`src/rtl/signature_dumper.sv`:
```
// Signature dumper: after the test ends (tohost store or idle timeout), reads
// the signature region word by word and streams it out over a valid/ready port.
module signature_dumper #(
  parameter logic [15:0] TOHOST_ADDR = 16'hFFF0,
  parameter logic [15:0] SIG_BEGIN   = 16'h0000,
  parameter logic [15:0] SIG_END     = 16'h1000,
  parameter logic [31:0] TIMEOUT     = 32'd200
) (
  input  logic        clk,
  input  logic        reset,
  input  logic        mem_we,
  input  logic [15:0] mem_addr,
  input  logic [31:0] mem_wdata,
  output logic        rd_en,
  output logic [15:0] rd_addr,
  input  logic [31:0] rd_data,
  output logic        sig_valid,
  output logic [31:0] sig_data,
  input  logic        sig_ready,
  output logic        done,
  output logic        pass,
  output logic        timed_out
);

  typedef enum logic [2:0] {
    IDLE,
    READ,
    WAIT,
    HOLD,
    DONE
  } state_t;

  // Address of the final signature word; the walk stops here without wrapping.
  localparam logic [15:0] LAST_ADDR = 16'(SIG_END - 16'd4);
  localparam bit          EMPTY     = (SIG_BEGIN == SIG_END);

  state_t      state;
  logic [31:0] idle_cnt;
  logic        tohost_hit;
  logic        timeout_hit;

  // Trigger sources; a tohost store wins over a coincident timeout.
  assign tohost_hit  = mem_we && (mem_addr == TOHOST_ADDR);
  assign timeout_hit = (TIMEOUT != 32'd0) && (idle_cnt == 32'(TIMEOUT - 32'd1));

  // Dump sequencer; rd_addr doubles as the word pointer.
  always_ff @(posedge clk) begin
    if (reset) begin
      state     <= IDLE;
      idle_cnt  <= '0;
      rd_en     <= 1'b0;
      rd_addr   <= SIG_BEGIN;
      sig_valid <= 1'b0;
      sig_data  <= '0;
      done      <= 1'b0;
      pass      <= 1'b0;
      timed_out <= 1'b0;
    end else begin
      case (state)
        IDLE: begin
          if (tohost_hit || timeout_hit) begin
            pass      <= tohost_hit && (mem_wdata == 32'd1);
            timed_out <= !tohost_hit;
            rd_addr   <= SIG_BEGIN;
            if (EMPTY) begin
              state <= DONE;
              done  <= 1'b1;
            end else begin
              state <= READ;
              rd_en <= 1'b1;
            end
          end else begin
            idle_cnt <= idle_cnt + 32'd1;
          end
        end
        READ: begin
          rd_en <= 1'b0;
          state <= WAIT;
        end
        WAIT: begin
          sig_data  <= rd_data;
          sig_valid <= 1'b1;
          state     <= HOLD;
        end
        HOLD: begin
          if (sig_ready) begin
            sig_valid <= 1'b0;
            if (rd_addr == LAST_ADDR) begin
              state <= DONE;
              done  <= 1'b1;
            end else begin
              rd_addr <= rd_addr + 16'd4;
              rd_en   <= 1'b1;
              state   <= READ;
            end
          end
        end
        DONE: begin
          state <= DONE;
        end
        default: begin
          state <= IDLE;
        end
      endcase
    end
  end

endmodule

```
`config.mk`:
```
export PLATFORM = sky130hd
export DESIGN_NAME = signature_dumper
export DESIGN_NICKNAME = d
export VERILOG_FILES = /design/src/rtl/signature_dumper.sv
export SDC_FILE = /design/constraint.sdc
export NUM_CORES = 1
export LEC_CHECK = 0
export BUFFER_PORTS_ARGS = -buffer_cell sky130_fd_sc_hd__buf_4
export CAP_MARGIN = 10
export CORE_MARGIN = 2
export CORE_UTILIZATION = 30
export CTS_CLUSTER_SIZE = 12
export DETAILED_ROUTE_END_ITERATION = 16
export GPL_TIMING_DRIVEN = 0
export PLACE_DENSITY = 0.54
export SLEW_MARGIN = 25
export SYNTH_ARGS = -nofsm -noshare
export SYNTH_HDL_FRONTEND = slang
export SYNTH_SLANG_ARGS = --single-unit
```
`constraint.sdc`:
```
create_clock -name clk -period 5.4 [get_ports clk]
set_input_delay 1.35 -clock clk [delete_from_list [all_inputs] [get_ports clk]]
set_output_delay 1.35 -clock clk [all_outputs]
set_load 0.005 [all_outputs]
```
; ---- Word level (Yosys, flattened, before mapping)
; Cells that the tools add are included.
[op_classes]
addsub = 2
eq_ne = 11
muxes = 14
bitwise = 1
reduce_logical = 15
[op_table]
columns = cell, count
row1 = 16-bit two-way mux, 3
row2 = "32-bit by 1-bit adder with 32-bit output, second input constant", 1
row3 = "32-bit by 1-bit equality test with 1-bit output, second input constant", 1
row4 = "32-bit by 8-bit equality test with 1-bit output, second input constant", 1
row5 = 16-bit one-hot mux with 2 select lines, 1
row6 = "16-bit by 3-bit adder with 16-bit output, second input constant", 1
row7 = "16-bit by 12-bit equality test with 1-bit output, second input constant", 1
row8 = "16-bit equality test, second input constant", 1
row9 = 3-bit one-hot mux with 5 select lines, 1
row10 = 3-bit two-way mux, 3
row11 = 2-bit AND reduction, 4
row12 = 4-bit AND reduction, 2
row13 = "3-bit by 2-bit equality test with 1-bit output, second input constant", 2
row14 = "2-bit inequality test, second input constant", 3
row15 = 1-bit two-way mux, 4
row16 = 2-bit nonzero test, 2
row17 = "3-bit by 1-bit equality test with 1-bit output, second input constant", 1
row18 = "3-bit equality test, second input constant", 1
row19 = 3-bit logical NOT, 1
row20 = 1-bit one-hot mux with 3 select lines, 1
row21 = 3-bit AND reduction, 1
row22 = 3-bit nonzero test, 1
row23 = 1-bit logical AND, 2
row24 = 1-bit one-hot mux with 2 select lines, 1
row25 = 3 further kinds, 3
[totals]
regBits = 88
elab_cells = 52

; ---- Longest topological paths before layout
; Gate-level depths: netlist (run 1).
[logic_depth]
ltp_word = 5
mapped_depth = 8
mapped_depth_nobuf = 7

; ---- Worst setup path before layout (run 1)
; Ideal clock, no wire load.
[synth_timing]
kind = input port to flip-flop
startpoint = input port mem_addr[1]
endpoint = register idle_cnt[13]
setup_time_ns = 0.128
t_arrival_ns = 3.254
required_time_ns = 5.272
slack_ns = 2.019
cell_stages = 7
n_path_buf = 1
path_cell_list = or4_1 > or4_1 > o22ai_2 > clkbuf_1 > nor3_1 > xnor2_1 > nor2_1
[synth_via]
elab_chain_cells = 5
[synth_rtl]
columns = element, line_no
row1 = from (decl), 12  ; input logic [15:0] mem_addr,
row2 = 16-bit equality test, 43  ; assign tohost_hit = mem_we && (mem_addr == TOHOST_ADDR);
row3 = 1-bit logical AND, 43
row4 = 1-bit logical OR, 61  ; if (tohost_hit || timeout_hit) begin
row5 = 1-bit NOT (no source line), n/a
row6 = 2-bit AND reduction (no source line), n/a
row7 = to (signal assigned), 73  ; idle_cnt <= idle_cnt + 32'd1;
row8 = to (decl), 38  ; logic [31:0] idle_cnt;
; Every way passes these cells.
; A chain may end at the register's enable or synchronous reset.

; ---- Final worst setup path (run 1)
[layout_timing]
startpoint = input port mem_addr[1]
endpoint = register idle_cnt[21]
; Same word-level chain as after synthesis.

==> results of run 1 <==
[cell type report]
type / instances / share of cell area, %
inverters: 10 / 0.6863
clock buffers: 12 / 4.690
well taps: 172 / 3.935
multi-input cells: 372 / 37.61
clock inverters: 4 / 1.418
plain buffers: 28 / 2.059
repair buffers: 132 / 18.12
flip-flops and latches: 86 / 31.48
[cells in the final DEF (no fill, tap or decap), drive strengths merged, types with 4 or more instances in the layout]
cell type,Yosys,routed
a211oi,4,4
a21oi,57,57
a311oi,5,5
and2,5,5
and3,6,6
buf,4,136
clkbuf,24,36
dfxtp,86,86
inv,10,11
nand2,86,86
nand2b,4,4
nand3,17,17
nand4,12,12
nor2,44,44
nor2b,5,5
nor3,18,18
nor4,25,25
o21ai,14,14
or3,9,9
or4,6,6
xnor2,20,20
[state kept, by name (all words and copies together), names as in the netlist]
signal,count
pass,1
done,1
sig_data,32
state,3
rd_addr,14
idle_cnt,32
sig_valid,1
timed_out,1
rd_en,1
[kinds of logic after synthesis]
logic type | Yosys count | share of synthesized area, %
AOI/OAI and AO/OA | 95 | 14.22
xor gates and xnor gates | 20 | 4.463
adders and majority gates | 2 | 0.6374
buffers and inverters | 38 | 3.825
DFF | 86 | 43.86
muxes | 3 | 0.8606
other | 1 | 0.09554
and+or+nand+nor | 250 | 32.04
[layer usage]
metal / global-route usage [%] / part of all wire [%] / vias to the layer above
met2: 28.22 / 49 / 91
li1: - / - / 2041
met5: 0 / 0 / -
met4: 4.985 / 1.5 / 0
met3: 5.116 / 4.5 / 12
met1: 21.12 / 45 / 1903
[worst max-delay path, cell delays in order]
cell and delay [ns]:
buf_4 0.11, or4_1 0.54, or4_1 0.53, o22ai_2 0.45
clkbuf_1 0.45, nor3_1 0.15, xnor2_1 0.21, nor2_1 0.06
[how the worst max path moves through the flow]
stage / startpoint / end / slack (ns) / depth (start not counted)
detailed placement: mem_addr[1] / idle_cnt[21] / 1.43 / 8
global route: mem_addr[1] / idle_cnt[21] / 1.63 / 8
floorplan: mem_addr[1] / idle_cnt[13] / 2.02 / 7
finish: mem_addr[1] / idle_cnt[21] / 1.76 / 8
global placement: mem_addr[1] / idle_cnt[13] / 1.50 / 8
CTS: mem_addr[1] / idle_cnt[21] / 1.81 / 8
[power by group through the flow]
stage | registers (mW) | clock network (mW) | logic [mW]
final | 0.669 | 0.686 | 0.163
after floorplan | 0.683 | 0 | 0.0706
after detailed placement | 0.683 | 0 | 0.164
after CTS | 0.669 | 0.707 | 0.165
after global placement | 0.683 | 0 | 0.161
after global routing | 0.672 | 0.733 | 0.182
[metrics by stage]
stage / std cells / instance area (um^2) / hold slack [ns] / worst slack [ns] / power, mW
CTS: 816 / 5469 / 0.4544 / 1.805 / 1.542
detailed placement: 800 / 5135 / 0.4444 / 1.432 / 0.8475
finish: 816 / 5469 / 0.4491 / 1.763 / 1.518
global placement: 800 / 5135 / 0.4392 / 1.503 / 0.8438
floorplan: 496 / 3929 / 0.4421 / 2.019 / 0.7533
global route: 816 / 5469 / 0.4769 / 1.633 / 1.586
==> out/results.tsv, run 1 <==
stage	metric	value	unit
worst_setup_path	WP data required	5.61	ns
worst_setup_path	Arr. time, crit path	3.85	ns
synth	yosys warns	0	
sta	Hold Violations, Final	0	
floorplanning	die area	14010	um^2
detailed_routing	Vias/cell	4.960	
placed_design	Detailed Place HPWL	8746	um
cts	Hold-fix buffers, CTS	0	
power	worst vdd ir	0.2214	mV
cts	setup bufs post-CTS	0	
cts	CTS Buf Count	9	
power	Net Sw Frac	22.82	%
global_routing	GRT Overall Usage	16.95	%
cts	htree depth	3	
global_routing	vias in the first global route	3962	
detailed_routing	post-DR wirelength/cell	14.30	um
sta	f_max	274.9	MHz
floorplanning	Initial Util	30.85	%
placed_design	number of I/O port buffers	132	
synth	Most used DFF post-synth	dfxtp_1	
hold_path	Hold WC Path Type	reg2reg	
power	Clk pwr share	45.2	%
sta	RSZ-0062 raised after global routing	no	
cts	Clock Latency Late Sink	0.34	ns
hold_path	Hold Path Origin	done	
worst_setup_path	setup slack, reg-to-reg	2.50	ns
cts	Resized Gates After CTS	0	
worst_setup_path	WS Path Type	in2reg	
detailed_routing	vias after detailed routing	4047	
floorplanning	die height	118.4	um
synth	sequential area share after synthesis	43.86	%
cts	Root Driver	clkbuf_16	
sta	Setup TNS	0	ns
run_status	outcome	completed	
synth	#FFs+latches synth	86	
cts	Sink Count	86	
sta	Final Max Tran Viols	0	
detailed_routing	Initial DRC Count	239	
detailed_routing	post-route ant nets	0	
synth	post-synth top area cell	dfxtp_1	
finish	# nets final	725	
placed_design	GP Congestion	0.8519	
power	Internal	1.172	mW
floorplanning	I/O pins	137	
worst_setup_path	CP Launch Type	primary input	
cts	CTS tree	done	
floorplanning	Core ar.	12720	um^2
power	power density over the cells	277.6	nW/um^2
worst_setup_path	Worst Reg2Reg Path Length in Cells	7	
finish	register area	1722	um^2
sta	period utilisation layout	67.36	%
sta	Worst Skew	0.01023	ns
sta	slew margin rel.	50.35	%
detailed_routing	total wire length	11670	um
detailed_routing	# DRC	0	
synth	EDFF count, synth	0	
global_routing	initial antenna violation count	0	
worst_setup_path	critical path peak fanout	10	
finish	share of cells above drive strength 1	25.47	%
finish	Final Core Density	42.99	%
hold_path	number of cells on the worst hold path	2	
global_routing	first-pass GRT wire length	19530	um
synth	synthesized cell area	3925	um^2
synth	Cells after Synth	495	
cts	worst-case clock buffer depth	2	
sta	# setup viols final	0	
power	Seq pwr share	44.1	%
sta	min cycle time layout	3.637	ns
worst_setup_path	worst reg2reg endpoint	rd_addr[3]	
sta	Least-Margin Pin Slew	0.7369	ns
finish	Layout fillers	1318	
power	Gate power share	10.7	%
finish	antenna cells	0	
hold_path	WHS Endpoint	done	
floorplanning	num rows	41	
floorplanning	die width	118.4	um
power	Switching Power	0.3465	mW
finish	Multi-input gate area	2057	um^2
detailed_routing	First-pass DRT Iterations	4	
worst_setup_path	reg-to-reg startpoint	rd_addr[2]	
synth	most frequent cells after synthesis	dfxtp_1 (86), nand2_1 (86), a21oi_1 (57), nor2_1 (44), clkbuf_1 (24)	
worst_setup_path	CP endpoint kind	register	
global_routing	GR Overflow Total	0	
synth	post-synthesis async set-or-reset flop share	0	%
synth	post-synth cell types	46	
run	max-cap viol count	0	
cts	Worst-path clk slew	0.06	ns
global_routing	largest net degree at the start of global routing	15	
synth	Synth area leaders	dfxtp_1 (44%), nand2_1 (8.2%), a21oi_1 (7.3%)	
finish	area delta synth->final	39.34	%
synth	synthesized area per cell	7.929	um^2
synth	Synth top area share	43.86	%
power	Lkg Pwr	2.002	nW
No activity file was read; power rests on OpenSTA's default activity.
==> run 2, diff against run 1 <==
--- a/config.mk
+++ b/config.mk
@@ -5,6 +5,7 @@
 export SDC_FILE = /design/constraint.sdc
 export NUM_CORES = 1
 export LEC_CHECK = 0
+export ABC_AREA = 1
 export BUFFER_PORTS_ARGS = -buffer_cell sky130_fd_sc_hd__buf_4
 export CAP_MARGIN = 10
 export CORE_MARGIN = 2
@@ -12,7 +13,7 @@
 export CTS_CLUSTER_SIZE = 12
 export DETAILED_ROUTE_END_ITERATION = 16
 export GPL_TIMING_DRIVEN = 0
-export PLACE_DENSITY = 0.54
+export PLACE_DENSITY = 0.52
 export SLEW_MARGIN = 25
 export SYNTH_ARGS = -nofsm -noshare
 export SYNTH_HDL_FRONTEND = slang
==> constraint.sdc (replaced) <==
create_clock -name clk -period 3.4 [get_ports clk]
set_input_delay 0.85 -clock clk [delete_from_list [all_inputs] [get_ports clk]]
set_output_delay 0.85 -clock clk [all_outputs]
set_load 0.005 [all_outputs]
==> out/results.tsv, run 2 <==
stage	metric	value	unit	change
sta	period utilisation layout	60.48	%	
placed_design	GP Congestion	0.9022		+5.9%
global_routing	largest net degree at the start of global routing	17		+2
synth	post-synthesis async set-or-reset flop share	0	%	unchanged
synth	sequential area share after synthesis	35.56	%	-8.3 points
sta	fin worst setup slack	1.344	ns	-0.4191 ns
run_status	outcome	completed		
detailed_routing	# DRC	0		unchanged
placed_design	cell area after placement	6113	um^2	+19%
finish	post-layout instance count excluding filler cells	1132		+39%
sta	Least-Margin Pin Slew	0.5741	ns	-0.1628 ns
worst_setup_path	Arr. time, crit path	2.26	ns	-1.59 ns
finish	most frequent cells in the layout	nand2_1 (183), nor2_1 (175), buf_4 (135)		
synth	synthesized area per cell	6.320	um^2	-20%
worst_setup_path	critical path's slowest cell	dfxtp_1		
cts	Hold-fix buffers, CTS	0		unchanged
worst_setup_path	CP Launch Type	register		
synth	synthesized cell area	4841	um^2	+23%
finish	antenna cells	0		unchanged
sta	RSZ-0062 raised after global routing	no		
floorplanning	I/O pins	137		unchanged
global_routing	GR Overflow Total	0		unchanged
worst_setup_path	CP endpoint kind	register		
synth	most frequent cells after synthesis	nand2_1 (183), nor2_1 (175), dfxtp_1 (86), inv_1 (69), a21oi_1 (56)		
hold_path	Hold WC Path Type	reg2reg		
finish	Layout fillers	1753		+33%
floorplanning	die height	131.0	um	+11%
cts	setup bufs post-CTS	0		unchanged
placed_design	number of I/O port buffers	133		+0.76%
synth	yosys warns	0		unchanged
power	Net Sw Frac	29.21	%	+6.4 points
placed_design	Detailed Place HPWL	11600	um	+33%
worst_setup_path	WP data required	3.61	ns	-2.00 ns
cts	Worst-path clk slew	0.07	ns	about the same
sta	Final Max Tran Viols	0		unchanged
power	Gate power share	19.7	%	+9.0 points
power	Internal	1.901	mW	+62%
worst_setup_path	WS Path Type	reg2reg		
cts	Clock Latency Late Sink	0.35	ns	about the same
finish	leading cell type in the layout, fill and taps excluded	nand2_1		
worst_setup_path	CP peak stage delay	0.42	ns	-0.12 ns
global_routing	first-pass GRT wire length	24410	um	+25%
finish	# nets final	997		+38%
finish	share of cells above drive strength 1	19.65	%	-5.8 points
synth	most instantiated library cell after synthesis	nand2_1		
cts	worst-case clock buffer depth	2		unchanged
cts	htree depth	3		unchanged
worst_setup_path	critical path peak fanout	5		-5
worst_setup_path	CP top delay family	simple AND/OR/NAND/NOR gates		
synth	#FFs+latches synth	86		unchanged
detailed_routing	total wire length	15090	um	+29%
sta	WHS	0.4544	ns	+0.005300 ns
detailed_routing	vias after detailed routing	5145		+27%
synth	post-synth top area cell	dfxtp_1		
synth	Synth top area share	35.56	%	-8.3 points
detailed_routing	post-DR wirelength/cell	13.33	um	-6.8%
power	Switching Power	0.7844	mW	+130%
sta	Hold Violations, Final	0		unchanged
synth	Most used DFF post-synth	dfxtp_1		
power	Lkg Pwr	2.651	nW	+32%
floorplanning	die area	17170	um^2	+23%
detailed_routing	post-route ant nets	0		unchanged
floorplanning	num rows	46		+12%
cts	CTS tree	done		
placed_design	Place WS	1.037	ns	-0.3946 ns
sta	slew margin rel.	61.73	%	+11 points
sta	# setup viols final	0		unchanged
power	Clk pwr share	38.6	%	-6.6 points
global_routing	initial antenna violation count	0		unchanged
worst_setup_path	crit path buf inv count	1		-1
floorplanning	Core ar.	15830	um^2	+24%
worst_setup_path	CP Cell Sequence	ha_1, nand2_1, nor2_1, inv_1, nor2_1, a21oi_1, o21bai_1, a21oi_1		
sta	Worst Skew	0.009877	ns	-0.0003497 ns
floorplanning	Initial Util	30.58	%	-0.27 points
cts	Sink Count	86		unchanged
finish	area delta synth->final	32.54	%	
sta	min cycle time layout	2.056	ns	
cts	Root Driver	clkbuf_16		
sta	f_max	486.3	MHz	
synth	Cells after Synth	766		+55%
sta	Setup TNS	0	ns	unchanged
finish	post-route cell area	6416	um^2	+17%
global_routing	GRT Overall Usage	18.17	%	+1.2 points
placed_design	Cell Count Post-Placement	1116		+40%
run	max-cap viol count	0		unchanged
power	Seq pwr share	41.7	%	-2.4 points
synth	EDFF count, synth	0		unchanged
global_routing	vias in the first global route	4871		+23%
detailed_routing	Initial DRC Count	239		unchanged
detailed_routing	First-pass DRT Iterations	5		+1
finish	top flop regs	idle_cnt: 32 flops, sig_data: 32 flops, rd_addr: 14 flops		
floorplanning	die width	131.0	um	+11%
cts	CTS Buf Count	9		unchanged
cts	Resized Gates After CTS	0		unchanged
synth	post-synth cell types	34		-26%
detailed_routing	Vias/cell	4.545		-8.4%
power	worst vdd ir	0.2450	mV	+11%
power	power density over the cells	418.6	nW/um^2	+51%
synth	Synth area leaders	dfxtp_1 (36%), nand2_1 (14%), nor2_1 (14%)		
[run 2: changes by cell type after synthesis, moves of 13 or more]
cell      change
clkbuf_1     -13
o21ai_0      +23
nand3_1      +23
nand2_1      +97
inv_1        +59
nor2_1      +131
xnor2_1      -18
nor4_1       -18
[run 2: stage by stage]
step           power [mW]  utilization [%]
3_5_place_dp        1.679            38.62
4_1_cts             2.731            40.54
2_1_floorplan       1.424                -
3_3_place_gp        1.680            38.62
6_report            2.686            40.54
5_1_grt             2.842            40.54
[run 2: cells by family after synthesis]
group,count (synthesis),synth area share [%]
other cells,1,0.07747
simple gates,451,39.36
buf+inv,102,9.744
xor+xnor,14,2.533
compound gates,110,12.20
fa+ha+maj,2,0.5168
flops,86,35.56
[run 2: worst paths after layout]
check               from            to  slack [ns]  cells past startpoint
max          idle_cnt[0]  idle_cnt[28]        1.34                      8
min                 done          done        0.45                      2
max reg2reg  idle_cnt[0]  idle_cnt[28]        1.34                      8
min reg2reg         done          done        0.45                      2
[run 2: worst reg2reg max path: stages (launching register included)]
cell,delay [ns]
dfxtp_1,0.42
ha_1,0.30
nand2_1,0.12
nor2_1,0.33
inv_1,0.12
nor2_1,0.30
a21oi_1,0.11
o21bai_1,0.14
a21oi_1,0.07
[run 2: layer usage]
metal / track usage (%) / vias up / share of wire (%)
met1: 23.99 / 2256 / 47
met2: 28.71 / 133 / 45
met4: 6.696 / 0 / 2.0
met3: 4.560 / 22 / 6.5
li1: - / 2734 / -
met5: 0 / - / 0
[run 2: cell type report]
type | instances | area, um^2 | area share, %
multi-input cells | 579 | 2651 | 41.32
well taps | 216 | 270.3 | 4.212
inverters | 72 | 270.3 | 4.212
clock buffers | 10 | 229.0 | 3.569
flip-flops and latches | 86 | 1722 | 26.83
repair buffers | 133 | 998.5 | 15.56
plain buffers | 30 | 201.4 | 3.140
clock inverters | 6 | 73.82 | 1.151
[run 2: power groups by stage]
stage	Clock, mW	Combinational, mW	Sequential, mW
6_report	1.04	0.529	1.12
5_1_grt	1.12	0.595	1.13
4_1_cts	1.07	0.536	1.12
3_5_place_dp	0	0.535	1.14
3_3_place_gp	0	0.537	1.14
2_1_floorplan	0	0.284	1.14
==> run 3, diff against run 2 <==
--- a/config.mk
+++ b/config.mk
@@ -5,7 +5,7 @@
 export SDC_FILE = /design/constraint.sdc
 export NUM_CORES = 1
 export LEC_CHECK = 0
-export ABC_AREA = 1
+export ABC_AREA = 0
 export BUFFER_PORTS_ARGS = -buffer_cell sky130_fd_sc_hd__buf_4
 export CAP_MARGIN = 10
 export CORE_MARGIN = 2
@@ -13,7 +13,7 @@
 export CTS_CLUSTER_SIZE = 12
 export DETAILED_ROUTE_END_ITERATION = 16
 export GPL_TIMING_DRIVEN = 0
-export PLACE_DENSITY = 0.52
+export PLACE_DENSITY = 0.55
 export SLEW_MARGIN = 25
 export SYNTH_ARGS = -nofsm -noshare
 export SYNTH_HDL_FRONTEND = slang
==> constraint.sdc (replaced) <==
create_clock -name clk -period 1.7 [get_ports clk]
set_input_delay 0.425 -clock clk [delete_from_list [all_inputs] [get_ports clk]]
set_output_delay 0.425 -clock clk [all_outputs]
set_load 0.005 [all_outputs]
==> out/results.tsv, run 3 (synthesized netlist as in run 1, its figures left out) <==
stage	metric	value	unit	change
worst_setup_path	WS Path Type	reg2reg		
hold_path	number of cells on the worst hold path	3		+1
global_routing	GRT Overall Usage	17.62	%	-0.55 points
global_routing	largest net degree at the start of global routing	18		+1
global_routing	GR Overflow Total	0		unchanged
cts	Sink Count	86		unchanged
detailed_routing	metal1 wirelength	5471	um	-23%
sta	period utilisation layout	143.1	%	+83 points
finish	register area	1770	um^2	+2.8%
global_routing	vias in the first global route	4165		-14%
cts	htree depth	3		unchanged
worst_setup_path	Worst Reg2Reg Path Length in Cells	6		-2
sta	Hold Violations, Final	0		unchanged
sta	slew margin rel.	52.16	%	-9.6 points
sta	f_max	411.0	MHz	-15%
power	Lkg Pwr	2.278	nW	-14%
power	power density over the cells	754.0	nW/um^2	+80%
worst_setup_path	WP data required	1.98	ns	-1.63 ns
floorplanning	die width	118.4	um	-9.7%
worst_setup_path	critical path peak fanout	6		+1
sta	Setup TNS	-18.99	ns	-18.99 ns
placed_design	cell area after placement	5216	um^2	-15%
run_status	outcome	finished, violations left		
detailed_routing	# DRC	0		unchanged
sta	# setup viols final	50		+50
worst_setup_path	CP Launch Type	register		
finish	area delta synth->final	58.05	%	
floorplanning	die area	14010	um^2	-18%
detailed_routing	Vias/cell	4.985		+9.7%
run	max-cap viol count	0		unchanged
detailed_routing	total wire length	12590	um	-17%
cts	worst-case clock buffer depth	2		unchanged
cts	CTS Buf Count	9		unchanged
placed_design	Detailed Place HPWL	8675	um	-25%
placed_design	GP Congestion	0.8271		-8.3%
finish	# nets final	755		-24%
sta	Least-Margin Pin Slew	0.7159	ns	+0.1418 ns
cts	Worst-path clk slew	0.07	ns	about the same
detailed_routing	metal2 WL	6282	um	-6.9%
floorplanning	I/O pins	137		unchanged
placed_design	number of I/O port buffers	132		-0.75%
worst_setup_path	CP endpoint kind	register		
cts	CTS tree	done		
global_routing	initial antenna violation count	0		unchanged
detailed_routing	Initial DRC Count	196		-18%
power	worst vdd ir	0.5228	mV	+110%
finish	share of cells above drive strength 1	40.36	%	+21 points
global_routing	first-pass GRT wire length	20340	um	-17%
finish	most frequent cells in the layout	buf_4 (155), nand2_1 (84), dfxtp_1 (69)		
sta	RSZ-0062 raised after global routing	yes		
sta	Worst Skew	0.008574	ns	-0.001302 ns
finish	Final Core Density	48.76	%	+8.2 points
worst_setup_path	Arr. time, crit path	2.71	ns	+0.45 ns
finish	Multi-input gate area	2452	um^2	-7.5%
cts	Root Driver	clkbuf_16		
detailed_routing	post-route ant nets	0		unchanged
sta	Final Max Tran Viols	0		unchanged
floorplanning	Core ar.	12720	um^2	-20%
detailed_routing	post-DR wirelength/cell	14.88	um	+12%
cts	Clock Latency Late Sink	0.35	ns	about the same
finish	leading cell type in the layout, fill and taps excluded	buf_4		
finish	Layout fillers	1271		-27%
detailed_routing	First-pass DRT Iterations	4		-1
detailed_routing	Detail Route met3 WL	561	um	-43%
detailed_routing	uppermost layer routed	met4		
floorplanning	num rows	41		-11%
run_status	failing checks	negative setup slack		
finish	antenna cells	0		unchanged
sta	fin worst setup slack	-0.7329	ns	-2.077 ns
sta	min cycle time layout	2.433	ns	+0.3765 ns
hold_path	Hold WC Path Type	in2reg		
floorplanning	die height	118.4	um	-9.7%
finish	post-route cell area	6203	um^2	-3.3%
detailed_routing	vias after detailed routing	4217		-18%
floorplanning	Initial Util	30.85	%	+0.27 points
finish	top flop regs	idle_cnt: 32 flops, sig_data: 32 flops, rd_addr: 14 flops		
-- run 3: changes by cell type in the layout (fill, tap and decap cells not counted), sizes merged, moves of 10 or more --
cell / delta
nor4: +20
xnor2: +18
buf: +16
nand4: -10
nor2: -133
nand2: -100
xor2: -12
nand3: -25
o21bai: -12
o21ai: -24
inv: -62
-- run 3: final cells by class --
| class | instances | share of cell area (%) |
|---|---|---|
| multi-input cells | 373 | 39.53 |
| flip-flops and latches | 86 | 28.54 |
| repair buffers | 163 | 20.63 |
| clock buffers | 9 | 3.630 |
| well taps | 172 | 3.469 |
| plain buffers | 26 | 2.541 |
| clock inverters | 7 | 1.049 |
| inverters | 10 | 0.6051 |
-- run 3: critical path, cell delays in order (launching register included) --
cell and delay (ns):
dfxtp_4 0.38, nand4_1 0.10, or4_4 0.51, or4_4 0.51, or3_4 0.38, or3_1 0.34
a21oi_2 0.14
-- run 3: stage by stage --
stage | hold slack (ns) | worst slack, ns | total power, mW | std cells
finish | 0.3181 | -0.7329 | 4.677 | 846
global route | 0.3132 | -0.8034 | 4.894 | 846
CTS | 0.3092 | -0.6859 | 4.690 | 839
detailed placement | 0.4471 | -0.9695 | 2.698 | 800
global placement | 0.4385 | -0.9871 | 2.688 | 800
floorplan | 0.4421 | -0.6370 | 2.399 | 496
-- run 3: worst paths after layout --
path	startpoint	endpoint	slack, ns
worst min-delay path	rd_data[31]	sig_data[31]	0.32
worst max register to register	idle_cnt[9]	idle_cnt[31]	-0.73
worst min register to register	sig_data[1]	sig_data[1]	0.46
worst max-delay path	idle_cnt[9]	idle_cnt[31]	-0.73
-- run 3: metal layers --
| layer | global-route usage, % | vias to the layer above |
|---|---|---|
| met3 | 3.764 | 18 |
| li1 | - | 2115 |
| met2 | 29.80 | 104 |
| met4 | 6.994 | 0 |
| met5 | 0 | - |
| met1 | 21.80 | 1980 |
-- run 3: repair_timing --
item | CTS | global route
pin swaps | 19 | 17
buffers inserted | 21 | 9
hold buffers | 0 | 0
gates cloned | 3 | 0
hold endpoints to repair | 0 | 0
endpoints found under the setup margin | 82 | 83
gates resized for setup | 69 | 55
-- run 3: power breakdown --
part	internal, mW	switching (mW)	total (mW)
logic	0.321	0.303	0.623
registers	2.07	0.0493	2.12
clock network	1.03	0.911	1.94
total	3.41	1.26	4.68
